--- config.mk ---
export PLATFORM = sky130hd
export DESIGN_NAME = servo_pwm_ramp
export DESIGN_NICKNAME = d
export VERILOG_FILES = /design/src/rtl/servo_pwm_ramp.sv
export SDC_FILE = /design/constraint.sdc
export NUM_CORES = 1
export LEC_CHECK = 0
export CAP_MARGIN = 20
export CORE_ASPECT_RATIO = 0.7
export CORE_UTILIZATION = 45
export DETAILED_ROUTE_END_ITERATION = 8
export PLACE_DENSITY = 0.7
export SLEW_MARGIN = 20
export SYNTH_ARGS = -nofsm -noshare
export SYNTH_HDL_FRONTEND = slang
export SYNTH_SLANG_ARGS = --single-unit
--- constraint.sdc ---
create_clock -name clk -period 12.4 [get_ports clk]
set_clock_uncertainty 0.15 [all_clocks]
set_input_delay 1.24 -clock clk [delete_from_list [all_inputs] [get_ports clk]]
set_output_delay 1.24 -clock clk [all_outputs]
set_load 0.01 [all_outputs]
--- src/rtl/servo_pwm_ramp.sv ---
// Two-channel 50 Hz servo PWM generator with per-frame slew limiting.
// The direction command is sampled once per frame. Pulse widths step toward
// the targets for that command by at most RAMP_STEP each frame. Every output
// is registered, so there is no combinational path from an input.
module servo_pwm_ramp #(
   parameter int unsigned PERIOD_CYCLES = 2000000,
   parameter int unsigned PW_MIN        = 100000,
   parameter int unsigned PW_MID        = 150000,
   parameter int unsigned PW_MAX        = 200000,
   parameter int unsigned RAMP_STEP     = 5000,
   parameter int unsigned CNT_W         = 21
) (
   input  logic       clk,
   input  logic       rst,
   input  logic [1:0] servo_direction,
   output logic [1:0] servo,
   output logic       frame_tick,
   output logic       settled
);

   localparam logic [CNT_W-1:0] LastCnt = CNT_W'(PERIOD_CYCLES - 1);
   localparam logic [CNT_W-1:0] PwMin   = CNT_W'(PW_MIN);
   localparam logic [CNT_W-1:0] PwMid   = CNT_W'(PW_MID);
   localparam logic [CNT_W-1:0] PwMax   = CNT_W'(PW_MAX);
   localparam logic [CNT_W-1:0] Step    = CNT_W'(RAMP_STEP);

   logic [CNT_W-1:0]          cnt_q, cnt_d;
   logic [1:0][CNT_W-1:0]     pw_q, pw_d;
   logic [1:0][CNT_W-1:0]     tgt_new, tgt_d;
   logic [1:0]                cmd_q, cmd_d;
   logic [1:0]                servo_q, servo_d;
   logic                      frame_tick_q, settled_q, settled_d;
   logic                      wrap;

   // Target widths per command; [0] left servo, [1] right servo (mirrored).
   function automatic logic [1:0][CNT_W-1:0] targets(input logic [1:0] cmd);
      logic [1:0][CNT_W-1:0] t;
      case (cmd)
         2'b01:   begin t[0] = PwMid; t[1] = PwMin; end
         2'b11:   begin t[0] = PwMax; t[1] = PwMid; end
         default: begin t[0] = PwMid; t[1] = PwMid; end
      endcase
      return t;
   endfunction

   // One slew step toward tgt; unsigned differences taken in the safe order.
   function automatic logic [CNT_W-1:0] ramp(input logic [CNT_W-1:0] cur,
                                             input logic [CNT_W-1:0] tgt);
      if (tgt >= cur) begin
         return ((tgt - cur) <= Step) ? tgt : cur + Step;
      end else begin
         return ((cur - tgt) <= Step) ? tgt : cur - Step;
      end
   endfunction

   // Next-state: frame counter, command sampling, ramp and registered outputs.
   always_comb begin
      wrap      = (cnt_q == LastCnt);
      cnt_d     = wrap ? '0 : cnt_q + 1'b1;
      tgt_new   = targets(servo_direction);
      cmd_d     = cmd_q;
      pw_d      = pw_q;
      if (wrap) begin
         cmd_d   = servo_direction;
         pw_d[0] = ramp(pw_q[0], tgt_new[0]);
         pw_d[1] = ramp(pw_q[1], tgt_new[1]);
      end
      tgt_d      = targets(cmd_d);
      // Only changes at the wrap edge, so it becomes visible with frame_tick.
      settled_d  = (pw_d[0] == tgt_d[0]) && (pw_d[1] == tgt_d[1]);
      servo_d[0] = (cnt_q < pw_q[0]);
      servo_d[1] = (cnt_q < pw_q[1]);
   end

   // State registers with asynchronous active-low reset.
   always_ff @(posedge clk or negedge rst) begin
      if (!rst) begin
         cnt_q        <= '0;
         pw_q[0]      <= PwMid;
         pw_q[1]      <= PwMid;
         cmd_q        <= 2'b00;
         servo_q      <= 2'b00;
         frame_tick_q <= 1'b0;
         settled_q    <= 1'b1;
      end else begin
         cnt_q        <= cnt_d;
         pw_q         <= pw_d;
         cmd_q        <= cmd_d;
         servo_q      <= servo_d;
         frame_tick_q <= wrap;
         settled_q    <= settled_d;
      end
   end

   // Parameter sanity check; immediate assertion, ignored by synthesis.
   always_ff @(posedge clk) begin
      assert ((PW_MIN < PW_MID) && (PW_MID < PW_MAX) && (PW_MAX < PERIOD_CYCLES) &&
              (RAMP_STEP > 0))
         else $error("servo_pwm_ramp: inconsistent pulse-width parameters");
   end

   assign servo      = servo_q;
   assign frame_tick = frame_tick_q;
   assign settled    = settled_q;

endmodule

==> reports/metrics.yaml <==
run_status:
  status: "complete, no violations"
synth:
  synth_area_um2: 8163
  async_flop_share: 1.000
  synth_common_cells: "80 x nor2_1, 78 x ha_1, 76 x nand2_1, 68 x a21oi_1, 65 x inv_1"
  synth_compound_area_frac: 0.3069
  syn_area_per_cell_um2: 7.767
  synth_most_common_cell: "nor2_1"
  synth_seq_area_share: 0.2141
  muxShareOfSynthArea: 0.01042
  synth_top_family_by_area: "compound AO/OA/AOI/OAI gates"
  synthFlopType: "dfrtp_1"
  yosys-top-cells-area: "dfrtp_1 16%, ha_1 12%, dfstp_2 5.5%"
  synth_cell_types: 92
  yosysTopAreaCell: "dfrtp_1"
  ys_warn_count: 0
  synthCells: 1051
  yosysTopAreaCellShare: 0.1594
  synth_nets: 1134
  synth_fa_ha_area_frac: 0.1220
  synth_edf_count: 0
  yosys.area_share.simple: 0.2400
  synth_xor_area_frac: 0.04506
  synth-seq-cells: 69
layout:
  final_util: 0.4932
  drive_gt1_frac: 0.06426
  num_antenna_cells: 0
  syn2layout_area_growth_pct: 5.533
  nets: 1105
drt:
  firstDrtPassIters: 6
  ant_nets: 0
  routedWlPerCell_um: 21.46
  vias: 8463
  wl_um: 27000
  vias_per_cell: 6.727
  drt_iter0_markers: 1384
  drc_errors: 0
worst_setup_path:
  path_class: "in -> reg"
  required_ps: 12490
  critPathMaxFanout: 16
  timing.rr.end: "settled"
  rr_startpoint: "pw_q[29]"
  worstPathCellList: "clkdlybuf4s50_1 -> nand2b_1 -> buf_4 -> inv_1 -> ha_1 -> and3_1 -> a21oi_1 -> nor3_1 -> or4_1 -> or4_4 -> o21ai_4 -> o21ai_2 -> or4_4 -> a2111oi_4 -> nand4b_1 -> or4_1 -> a2111oi_2"
  critPathSlowestCell: "ha_1"
  reg2reg_depth: 14
  critPathLaunchType: "input port"
  worst_ep_arrival_time_ps: 7140
  cp_num_buf_inv: 3
  cpPeakStageDelay_ps: 580
  end_kind: "register"
  critical-path-top-delay-family: "simple AND/OR/NAND/NOR gates"
  r2r_slack_ps: 6720
floorplan:
  std_cell_rows: 40
  core-area_um2: 17470
  io_pins: 8
  die_y_um: 114.7
  die_w_um: 163.0
  die_area_um2: 18690
  initial_core_util: 0.4673
placed_design:
  port_buffers: 7
  pre_cts_slack_ps: 5094
  dp_hpwl_um: 20690
  gp_congestion: 1.004
global_route:
  antenna_found_initial: 0
  globalRouteTotalUtil: 0.2955
  grt_pass1_vias: 7415
  grt.overflow.total: 0
  grt_pass1_wl_um: 42680
  grt_max_degree: 70
hold_path:
  min_from: "cmd_q[1]"
  hp-class: "reg -> reg"
  hold_end: "cmd_q[1]"
  min_path_cells: 2
sta:
  fin_crit_sh: 0.5686
  final.setup.tns_ps: 0
  relSlewSlack: 0.3919
  setup_viol: 0
  hold_violations: 0
  drv_slew: 0
  max_freq_mhz: 141.8
  finalCriticalPeriod_ps: 7050
  rsz0062_at_grt: "false"
  layout_setup_ws_ps: 5350
  max_slew.worst_pin.slew_ps: 912.2
clocking:
  post_cts_buffers: 0
  clock-sinks: 69
  htree_num_levels: 3
  cts_tree: "done"
  clk_path_buf_depth: 2
  clkSlewWorstSetupHoldPaths_ps: 60
  cts_resized: 0
  clock_latency_ps: 340
  clock_tree.root_cell: "clkbuf_16"
  hold_buffers: 0
  numCtsBuffers: 9
power:
  leakagePower_nw: 3.756
  powerDensity_nw_per_um2: 61.65
  power_uw: 531.1
  peakVddDrop_mv: 0.05186
flow_run:
  cap_viol_max_count: 0
## worst register-to-register path, delay by kind of cell, from the launching register on
family / cells / cell delay (ps)
AO/OA/AOI/OAI: 6 / 2000
AND/OR/NAND/NOR: 5 / 1950
flip-flops: 1 / 620
adder cells (fa/ha/maj): 1 / 550
XOR/XNOR: 1 / 190
buffers and inverters: 1 / 120
## cell usage in the layout, fill, tap and decap left out, types with 10 or more instances in the layout
master	Yosys	layout
nand2b_1	12	12
nand3_1	45	45
nor3_1	34	34
or3_1	18	18
a211oi_1	11	11
a211o_1	14	14
a31oi_1	18	18
ha_1	78	78
dfstp_2	17	17
a21o_1	41	41
inv_1	65	65
nand2_1	76	76
o211ai_1	12	12
dfrtp_1	52	52
o21ai_0	60	60
nand4_1	19	19
a22oi_1	10	10
xor2_1	12	12
and3_1	18	18
nor2_1	80	80
a21oi_1	68	68
nor4_1	13	13
xnor2_1	30	30
## routing by layer
layer  part of all wire  wire [µm]  vias to the layer above  global-route usage
met3               0.15       3991                       24              0.1050
met1               0.49      13210                     3966              0.4800
met4             0.0089        241                        0             0.04735
met2               0.35       9552                      564              0.3560
met5                  0          0                        -                   0
li1                   -          -                     3909                   -
## cell type report
| class | instances | area (µm²) |
|---|---|---|
| Sequential cell | 69 | 1748 |
| Inverter | 69 | 259.0 |
| Timing Repair Buffer | 15 | 127.6 |
| Fill cell | 1684 | 8852 |
| Multi-Input combinational cell | 858 | 5919 |
| Tap cell | 231 | 289.0 |
| Clock inverter | 4 | 25.02 |
| Clock buffer | 12 | 246.5 |
## flip-flops by register name, indices dropped and copies added, names as in the netlist
signal and flops:
pw_q 42, cmd_q 2, frame_tick 1, settled 1, servo 2, cnt_q 21
## report_power, final
part / switching, mW / internal, mW / total [mW] / leakage (nW)
Sequential: 0.000242 / 0.226 / 0.226 / 0.792
Clock: 0.101 / 0.140 / 0.242 / 0.129
Combinational: 0.0424 / 0.0210 / 0.0634 / 2.84
Total: 0.144 / 0.387 / 0.531 / 3.76
## how the worst max path moves through the flow
stage	startpoint	endpoint	slack, ps	cells after the start
6_report	servo_direction[1]	settled	5350	17
5_1_grt	servo_direction[1]	settled	5080	17
4_1_cts	servo_direction[1]	settled	5470	17
3_5_place_dp	servo_direction[1]	settled	5090	17
3_3_place_gp	servo_direction[1]	settled	5210	17
2_1_floorplan	servo_direction[1]	settled	6360	16
## cell families (layout without fill, tap and decap cells)
family	after synthesis	in the layout
xor+xnor	42	42
flops	69	69
buf+inv	124	100
simple gates	377	377
fa+ha+maj	79	79
mux	8	8
compound gates	352	352
## metrics by stage
stage                     std cells  hold slack (ps)  cell area (µm²)
final                          1258            374.5             8615
after global routing           1258            415.8             8615
after CTS                      1258            377.4             8615
after detailed placement       1242            365.5             8343
after global placement         1242            346.7             8343
after floorplan                1051            320.4             8163
(Power assumes the default switching activity.)
